==> config.mk <==
export PLATFORM = sky130hd
export DESIGN_NAME = if_fetch_unit
export DESIGN_NICKNAME = d
export VERILOG_FILES = /design/src/rtl/if_fetch_unit.sv
export SDC_FILE = /design/constraint.sdc
export NUM_CORES = 1
export LEC_CHECK = 0
export ABC_AREA = 1
export CORE_MARGIN = 3
export CORE_UTILIZATION = 48
export CTS_CLUSTER_DIAMETER = 80
export DETAILED_ROUTE_END_ITERATION = 16
export HOLD_SLACK_MARGIN = 0.05
export MAX_ROUTING_LAYER = met4
export PLACE_DENSITY_LB_ADDON = 0.08
export SYNTH_ARGS = -nofsm -noshare
export SYNTH_HDL_FRONTEND = slang
export SYNTH_SLANG_ARGS = --single-unit
==> constraint.sdc <==
create_clock -name clk -period 2.45 [get_ports clk]
set_clock_uncertainty 0.2 [all_clocks]
set_input_delay 0.49 -clock clk [delete_from_list [all_inputs] [get_ports clk]]
set_output_delay 0.49 -clock clk [all_outputs]
set_load 0.01 [all_outputs]
==> src/rtl/if_fetch_unit.sv <==
// Instruction-fetch stage: PC register, instruction-memory address, and the IF/ID
// pipeline register with freeze, branch flush, end-of-program halt and fetch counter.
module if_fetch_unit #(
    parameter int unsigned PROG_BYTES = 72,
    parameter logic [31:0] RESET_PC   = 32'h0000_0000,
    parameter int unsigned CNT_W      = 32
) (
    input  logic             clk,
    input  logic             rst,
    input  logic             Freeze,
    input  logic             BranchTaken,
    input  logic [31:0]      BranchAddr,
    output logic [31:0]      Address,
    input  logic [31:0]      Instruction,
    output logic [31:0]      PC_out,
    output logic [31:0]      Instruction_out,
    output logic             Valid_out,
    output logic             Halted,
    output logic [CNT_W-1:0] FetchCount
);

    localparam logic [31:0] PROG_LIMIT = 32'(PROG_BYTES);

    logic [31:0] pc;
    logic [31:0] pc_plus4;
    logic [31:0] branch_target;
    logic        in_range;
    logic        capture;

    assign in_range      = (pc < PROG_LIMIT);
    assign pc_plus4      = pc + 32'd4;
    assign branch_target = {BranchAddr[31:2], 2'b00};
    // A real instruction enters IF/ID only when not flushed, not frozen and in range.
    assign capture       = !BranchTaken && !Freeze && in_range;

    assign Address = pc;
    assign Halted  = !in_range;

    always_ff @(posedge clk or negedge rst) begin
        if (!rst) begin
            pc <= RESET_PC;
        end else if (BranchTaken) begin
            pc <= branch_target;
        end else if (!Freeze && in_range) begin
            pc <= pc_plus4;
        end
    end

    // Out-of-range slots become bubbles; the memory word is never sampled there.
    always_ff @(posedge clk or negedge rst) begin
        if (!rst) begin
            Instruction_out <= 32'h0;
            PC_out          <= 32'h0;
            Valid_out       <= 1'b0;
        end else if (BranchTaken) begin
            Instruction_out <= 32'h0;
            PC_out          <= 32'h0;
            Valid_out       <= 1'b0;
        end else if (!Freeze) begin
            Instruction_out <= in_range ? Instruction : 32'h0;
            PC_out          <= pc_plus4;
            Valid_out       <= in_range;
        end
    end

    always_ff @(posedge clk or negedge rst) begin
        if (!rst) begin
            FetchCount <= '0;
        end else if (capture && (FetchCount != {CNT_W{1'b1}})) begin
            FetchCount <= FetchCount + CNT_W'(1);
        end
    end

endmodule

==> qor.csv, run 1 <==
metric;value;unit
largest net degree at the start of global routing;53;
Avg WL per Cell;14.4;um
nets@finish;1295;
RSZ-0062 raised after global routing;false;
Max FO, Critical Path;2;
Pint;4.10;mW
sequential area share after synthesis;0.458;
area grow syn2layout;43.4;%
peak supply drop;0.000416;V
#FFs+latches synth;126;
DRT Pass-1 Iters;5;
first-pass GRT wire length;33300;um
FMAX;0.420;GHz
maxcap violations;0;
fraction of layout cells with a size suffix above 1;0.0792;
clock sink count;126;
Worst Min Path Start;Instruction_out[16];
final WL;20400;um
Multi-input gate area;0.00335;mm2
final slew viol count;0;
Sequential Area;0.00315;mm2
Setup crit start;Address[9];
Root Buffer;clkbuf_16;
antenna cells;0;
endpoints failing setup;0;
Gate power share;0.146;
setup_tns;0;ns
Rows;43;
status;finished, final reports clean;
Placer Congestion;0.967;
Detail Route Antenna Nets;0;
Synth Area per Inst;6.89;um2
GRT Total Usage;0.270;
antenna violations before repair;0;
Sequential Power Share;0.405;
Hold Path Depth;2;
Net Sw Frac;0.252;
crit path DAT;1.69;ns
cells after synthesis;1000;
DRC viols;0;
synth warn;0;
H-Tree Depth;4;
Worst-Margin Slew;0.550;ns
Clk network pwr share;0.450;
CP startpoint kind;flop;
total core area;0.0139;mm2
Min-Delay Path Class;flop to flop;
net switching power;1.38;mW
routed vias/inst;4.99;
DR vias;7082;
post-layout util;0.709;
die extent in x;126;um
Post-DP HPWL;15300;um
leakage;4.78;nW
Iteration-0 DRC Markers;647;
worst r2r src;FetchCount[0];
CTS tree;done;
grt ovf;0;
clock buffer depth;2;
Port Buf Inserts;193;
R2R depth;10;
relative slew slack;0.633;
PnR worst setup slack;0.0665;ns
Pwr Density;555;mW/mm2
CP endpoint kind;output pin;
placed instance count;1385;
Crit Path Class;flop to output pin;
pre-CTS setup slack;0.192;ns
total die area;0.0158;mm2
Worst Path Required;1.76;ns
post-layout minimum cycle time;2.38;ns
Post-Layout Cell Count;1418;
number of buffers created by CTS;17;
Distinct cells, synth;31;
IO Pins;198;
clock-pin slew on the worst setup and hold paths;0.06;ns
Post-Syn Area;0.00689;mm2
Initial Utilization;0.494;
Die Y;126;um
Worst-Skew Late Latency;0.42;ns
vias in the first global route;6749;
fin crit share;0.973;
Final Hold Fails;0;
fill count;1194;
Yosys cell counts, drive strengths merged:
cell / count / area (um2)
clkbuf: 15 / 56.3
nor2: 118 / 490
o21bai: 1 / 7.51
buf: 20 / 146
inv: 49 / 184
o31ai: 1 / 7.51
nor3: 2 / 15.0
clkinv: 4 / 15.0
ha: 2 / 25.0
nand4: 4 / 25.0
a21oi: 7 / 35.0
o21ai: 24 / 120
conb: 1 / 3.75
o211ai: 1 / 7.51
xnor2: 4 / 35.0
dfrtp: 126 / 3150
nand2: 520 / 1960
nand3b: 15 / 113
xor2: 12 / 105
or2: 1 / 6.26
nand3: 73 / 383
stage by stage:
step / area [um2] / power (mW) / hold WS, ns
after detailed placement: 9290 / 3.05 / 0.242
after floorplan: 6890 / 2.56 / -0.00559
after CTS: 9880 / 5.53 / 0.280
final: 9880 / 5.48 / 0.276
after global routing: 9880 / 5.70 / 0.299
after global placement: 9290 / 3.04 / 0.239
cells by family after synthesis:
group                      after synthesis  synth area share
and+or+nand+nor                        733             0.434
adders and majority gates                2           0.00363
AOI/OAI and AO/OA                       34            0.0258
xor gates and xnor gates                16            0.0203
buffers and inverters                   88            0.0583
other                                    1          0.000544
DFF                                    126             0.458
routing by layer:
metal | up-vias | global-route usage | part of all wire
met5 | - | - | 0
li1 | 3550 | - | -
met4 | 0 | 0.0896 | 0.024
met3 | 40 | 0.0441 | 0.051
met2 | 243 | 0.463 | 0.51
met1 | 3249 | 0.326 | 0.41
worst max-delay path: stages, from the launching register on:
cell and delay [ns]:
dfrtp_1 0.39, nor3_2 0.26, nand2_2 0.13, nor2_4 0.13, nand2_1 0.09, dlygate4sd2_1 0.29
registers in the layout (all words and copies together) (netlist names):
signal           count
Address             30
Valid_out            1
Instruction_out     32
FetchCount          32
PC_out              31
power by group through the flow:
stage                     combinational, mW  sequential (mW)  clock (mW)
after global placement                0.792             2.25           0
final                                 0.799             2.22        2.46
after global routing                  0.880             2.23        2.60
after floorplan                       0.232             2.32           0
after CTS                             0.804             2.22        2.51
after detailed placement              0.797             2.25           0
cells in the final DEF, fill, tap and decap left out, types with 3 or more instances in the layout:
| cell | instances |
|---|---|
| nand3_1 | 71 |
| nand3b_1 | 15 |
| nor2_4 | 6 |
| buf_12 | 7 |
| nor2_1 | 106 |
| a21oi_1 | 7 |
| clkinv_1 | 4 |
| nor2_2 | 6 |
| o21ai_0 | 24 |
| nand4_1 | 4 |
| clkbuf_16 | 17 |
| xnor2_1 | 4 |
| clkinv_4 | 3 |
| nand2_2 | 3 |
| nand2_1 | 517 |
| inv_1 | 46 |
| dfrtp_1 | 126 |
| inv_2 | 3 |
| xor2_1 | 12 |
| clkdlybuf4s50_1 | 191 |
| buf_4 | 40 |
| clkinv_2 | 4 |
| clkbuf_1 | 3 |
final cells by class:
type / count / area share
clock buffer: 22 / 0.0470
inverter: 53 / 0.0201
tap: 180 / 0.0228
multi-input combinational: 787 / 0.339
sequential: 126 / 0.319
timing repair buffer: 240 / 0.240
clock inverter: 10 / 0.0115
path summary, 6_finish.rpt:
check | end | slack, ns
hold / removal | Instruction_out[16] | 0.28
setup / recovery | Halted | 0.07
setup reg to reg | FetchCount[25] | 0.28
hold reg to reg | Instruction_out[16] | 0.28
max in group asynchronous | Address[20] | 1.07
min in group asynchronous | FetchCount[3] | 0.34
repair_timing:
action | in CTS | in global routing
gates resized for setup | 3 | 1
setup endpoints to repair | 1 | 1
buffers inserted | 0 | 0
pin swaps | 2 | 0
hold buffers | 1 | 0
endpoints found under the hold margin | 23 | 0
(Power assumes the default switching activity.)
==> run 2, diff against run 1 <==
clock period = 2.29 ns   (was 2.45 ns; I/O delays follow)
==> run 2 against run 1 <==
Utilization rose by 0.66 points. Global-route usage is 0.73 points higher. Largest cell class unchanged. Critical path type unchanged. Worst hold slack got worse by 0.089 ns. Clock power grew 15%.
==> qor.csv, run 2 (synthesized netlist as in run 1, its figures left out) <==
metric;value;unit;change
CP startpoint kind;flop;;
number of buffers created by CTS;17;;unchanged
die extent in x;126;um;unchanged
Min-Delay Path Class;input pin to asynchronous set/reset pin;;
design area;0.00997;mm2;+0.92%
Die Y;126;um;unchanged
Post-Layout Cell Count;1422;;+0.28%
Avg WL per Cell;14.7;um;+2.0%
Root Buffer;clkbuf_16;;
leakage;4.83;nW;+1.1%
fill count;1161;;-2.8%
grt ovf;0;;unchanged
Final Hold Fails;0;;unchanged
Worst Path Required;1.63;ns;-0.13 ns
vias in the first global route;6998;;+3.7%
final WL;20900;um;+2.3%
commonest non-fill, non-tap cell in the layout;nand2_1;;
antenna cells;0;;unchanged
first-pass GRT wire length;34400;um;+3.1%
clock-pin slew on the worst setup and hold paths;0.06;ns;about the same
H-Tree Depth;4;;unchanged
post-layout minimum cycle time;2.25;ns;
largest net degree at the start of global routing;81;;+53%
clock sink count;126;;unchanged
Max FO, Critical Path;4;;+2
DRT Pass-1 Iters;5;;unchanged
FMAX;0.444;GHz;
area grow syn2layout;44.7;%;
nets@finish;1299;;+0.31%
CP endpoint kind;output pin;;
total die area;0.0158;mm2;unchanged
Crit Path Class;flop to output pin;;
Iteration-0 DRC Markers;526;;-19%
Post-DP HPWL;15700;um;+2.2%
Placer Congestion;0.944;;-2.4%
maxcap violations;0;;unchanged
crit path DAT;1.59;ns;-0.10 ns
setup_tns;0;ns;unchanged
commonest cells after routing, fill and taps aside;nand2_1, clkdlybuf4s50_1, dfrtp_1, nor2_1, nand3_1;;
fraction of layout cells with a size suffix above 1;0.0853;;+0.00619
antenna violations before repair;0;;unchanged
IO Pins;198;;unchanged
GRT Total Usage;0.277;;+0.00734
Worst-Skew Late Latency;0.42;ns;about the same
pre-CTS setup slack;0.134;ns;-0.0581 ns
fin crit share;0.984;;
placed instance count;1387;;+0.14%
DP Area;0.00933;mm2;+0.43%
Port Buf Inserts;193;;unchanged
RSZ-0062 raised after global routing;false;;
Initial Utilization;0.494;;unchanged
status;finished, final reports clean;;
Pwr Density;610;mW/mm2;+9.9%
Detail Route Antenna Nets;0;;unchanged
PnR worst setup slack;0.0377;ns;-0.0287 ns
clock buffer depth;2;;unchanged
Rows;43;;unchanged
endpoints failing setup;0;;unchanged
peak supply drop;0.000504;V;+21%
routed vias/inst;5.05;;+1.0%
DR vias;7175;;+1.3%
DRC viols;0;;unchanged
CTS tree;done;;
final slew viol count;0;;unchanged
total core area;0.0139;mm2;unchanged
Regs by FF count;FetchCount: 32 flops, Instruction_out: 32 flops, PC_out: 31 flops;;
==> run 2: changes by cell type in the layout (fill, tap and decap cells not counted), moves of 2 or more <==
cell / change
nor2_1: +2
nor2_2: -2
buf_12: +2
buf_4: +2
inv_6: +3
clkbuf_1: -3
inv_1: -2
inv_2: +2
==> run 2: what timing repair did <==
action | CTS | global route
setup buffers | 2 | 0
setup endpoints to repair | 1 | 1
pin swaps | 2 | 1
gates resized for setup | 5 | 2
hold buffers | 1 | 0
hold endpoints to repair | 126 | 0
==> run 2: metal layers <==
layer,part of all wire,vias up,GRT usage
li1,-,3547,-
met5,0,-,-
met2,0.51,255,0.472
met3,0.047,48,0.0399
met1,0.41,3325,0.331
met4,0.033,0,0.115
==> run 2: layout make-up <==
class | instances | area (um2) | share of cell area
Timing Repair Buffer | 244 | 2420 | 0.243
Multi-Input combinational cell | 787 | 3350 | 0.336
Clock inverter | 12 | 156 | 0.0157
Tap cell | 180 | 225 | 0.0226
Clock buffer | 20 | 467 | 0.0468
Inverter | 53 | 199 | 0.0199
Sequential cell | 126 | 3150 | 0.316
==> run 2: per-stage QoR <==
step                hold WS [ns]  power (mW)   util
floorplan                -0.0376        2.73      -
global placement          0.0753        3.26  0.669
detailed placement        0.0803        3.27  0.669
CTS                        0.174        6.12  0.716
global route               0.191        6.31  0.716
finish                     0.187        6.08  0.716
==> run 2: path summary, 6_finish.rpt <==
check | start | end | slack, ns | cells after the start
max in group asynchronous | rst | Address[15] | 1.06 | 3
min in group clk | Instruction_out[2] | Instruction_out[2] | 0.28 | 2
min | rst | FetchCount[3] | 0.19 | 2
min reg2reg | Instruction_out[2] | Instruction_out[2] | 0.28 | 2
max reg2reg | Address[2] | PC_out[16] | 0.19 | 8
max | Address[6] | Address[6] | 0.04 | 3
==> run 2: report_power, final <==
group | leakage [nW] | switching [mW] | internal (mW) | total, mW
registers | 1.69 | 0.0554 | 2.32 | 2.37
clock network | 0.307 | 1.03 | 1.80 | 2.84
logic | 2.83 | 0.443 | 0.428 | 0.871
==> run 2: worst max-delay path: stages (launching register included) <==
cell and delay, ns:
dfrtp_1 0.40, buf_4 0.14, buf_4 0.11, clkdlybuf4s50_1 0.53
==> run 3, diff against run 2 <==
CORE_UTILIZATION = 44   (was 48)
clock period = 1.9 ns   (was 2.29 ns; I/O delays follow)
==> run 3 against run 2 <==
Power rose by 17%. The run now ends with negative setup slack left. Worst setup slack lost 0.28 ns. Routed wire length increased by 7.6%. Combinational power is 26% higher. Critical path depth grew 2. Critical path type unchanged. Clock-buffer cell count increased by 2. Critical endpoint is now Halted.
==> qor.csv, run 3 (synthesized netlist as in run 1, its figures left out) <==
metric;value;unit;change
Die Y;131;um;+4.2%
Hold Path Depth;2;;
fill count;1289;;+11%
Worst-Skew Late Latency;0.42;ns;about the same
leakage;6.04;nW;+25%
Net Sw Frac;0.261;;+0.00871
setup_tns;-12.36;ns;-12.36 ns
commonest cells after routing, fill and taps aside;nand2_1, dfrtp_1, buf_4, dlygate4sd2_1, nor2_1;;
relative slew slack;0.666;;
fraction of layout cells with a size suffix above 1;0.178;;+0.0930
Rows;45;;+4.7%
GRT busiest layer;met2;;
GRT Total Usage;0.249;;-0.0278
fin crit share;1.13;;
post-layout minimum cycle time;2.14;ns;
Min-Delay Path Class;flop to flop;;
routed vias/inst;4.90;;-2.9%
Gate power share;0.154;;+0.011
RSZ-0062 raised after global routing;true;;
Pwr Density;659;mW/mm2;+8.1%
GR Util met1;0.292;;-0.0390
antenna violations before repair;0;;unchanged
H-Tree Depth;4;;unchanged
status;complete, but fails checks;;
power after layout;7.13;mW;+17%
GR Util met2;0.437;;-0.0354
Initial Utilization;0.452;;-0.0429
PnR worst setup slack;-0.242;ns;-0.280 ns
CP endpoint kind;output pin;;
R2R depth;10;;+2
vias in the first global route;6939;;-0.84%
Final Hold Fails;0;;unchanged
Root Buffer;clkbuf_16;;
clock-pin slew on the worst setup and hold paths;0.05;ns;about the same
final WL;22400;um;+7.6%
DRC viols;0;;unchanged
antenna cells;0;;unchanged
first-pass GRT wire length;33900;um;-1.4%
final slew viol count;0;;unchanged
Placer Congestion;0.946;;+0.20%
Crit Path Class;flop to output pin;;
net switching power;1.86;mW;+21%
Sequential Power Share;0.400;;+0.010
Clk network pwr share;0.446;;-0.021
number of buffers created by CTS;17;;unchanged
maxcap violations;0;;unchanged
Avg WL per Cell;14.7;um;+0.47%
crit path DAT;1.56;ns;-0.03 ns
largest net degree at the start of global routing;90;;+11%
die extent in x;131;um;+4.2%
post-layout util;0.708;;-0.00731
Detail Route Antenna Nets;0;;unchanged
Iteration-0 DRC Markers;541;;+2.9%
DRT Pass-1 Iters;5;;unchanged
endpoints failing setup;93;;+93
nets@finish;1369;;+5.4%
Worst-Margin Slew;0.501;ns;
total die area;0.0172;mm2;+8.7%
failing checks;negative setup slack;;
IO Pins;198;;unchanged
Max FO, Critical Path;2;;-2
Regs by FF count;FetchCount: 32 flops, Instruction_out: 32 flops, PC_out: 31 flops;;
M3 GR Usage;0.0371;;-0.00273
CP startpoint kind;flop;;
Worst Path Required;1.32;ns;-0.31 ns
clock sink count;126;;unchanged
CTS tree;done;;
DR vias;7458;;+3.9%
total core area;0.0153;mm2;+9.5%
hold slack final;0.269;ns;+0.0818 ns
clock buffer depth;2;;unchanged
Pint;5.27;mW;+16%
area grow syn2layout;56.9;%;
peak supply drop;0.000634;V;+26%
Port Buf Inserts;193;;unchanged
grt ovf;0;;unchanged
FMAX;0.467;GHz;
Post-DP HPWL;15600;um;-0.62%
commonest non-fill, non-tap cell in the layout;nand2_1;;
-- run 3: changes by cell type in the layout (fill, tap and decap cells not counted), sizes merged, moves of 3 or more --
cell,change
buf,+63
clkdlybuf4s50,-121
dlygate4sd2,+94
clkbuf,+9
dlymetal6s2s,+27
clkinvlp,+3
-- run 3: layout make-up --
cell class / count / area [um2] / share of cell area
flip-flops and latches: 126 / 3170 / 0.293
inverters: 53 / 204 / 0.0189
multi-input cells: 787 / 3540 / 0.328
clock buffers: 22 / 454 / 0.0420
well taps: 211 / 264 / 0.0244
repair buffers: 314 / 3060 / 0.283
clock inverters: 10 / 114 / 0.0105
-- run 3: critical path, cell delays in order (launching register included) --
cell and delay, ns:
dfrtp_1 0.38, nor3_2 0.26, nand2_2 0.14, nor2_4 0.17, nand2_2 0.06, buf_6 0.12
-- run 3: worst paths after layout --
| kind | start | to | slack [ns] |
|---|---|---|---|
| max | Address[10] | Halted | -0.24 |
| min reg2reg | Instruction_out[3] | Instruction_out[3] | 0.27 |
| max in group asynchronous | rst | FetchCount[24] | 0.75 |
| min | Instruction_out[3] | Instruction_out[3] | 0.27 |
| min in group asynchronous | rst | FetchCount[4] | 0.32 |
| max reg2reg | Address[10] | FetchCount[21] | -0.21 |
-- run 3: power by group through the flow --
stage,combinational (mW),sequential [mW],clock (mW)
6_report,1.10,2.85,3.18
5_1_grt,1.21,2.86,3.31
4_1_cts,1.07,2.85,3.20
3_5_place_dp,1.10,2.90,0
3_3_place_gp,1.10,2.90,0
2_1_floorplan,0.299,3.00,0
-- run 3: metrics by stage --
step                instances  setup slack [ns]  cell area (um2)
floorplan                1001            0.0171             6900
global placement         1457            -0.151             9660
detailed placement       1457            -0.171             9660
CTS                      1511            -0.207            10300
global route             1523            -0.278            10800
finish                   1523            -0.242            10800
-- run 3: metal layers --
layer  wire (um)  share of wire
met2       11500           0.51
met4         700          0.031
met3         974          0.043
met1        9250           0.41
met5           0              0
-- run 3: timing repair --
action	4_1_cts	5_1_grt
hold endpoints to repair	126	0
gates cloned	0	9
resized for setup	117	95
hold buffers	1	0
setup buffers	21	8
pin swaps	9	20
endpoints found under the setup margin	126	115
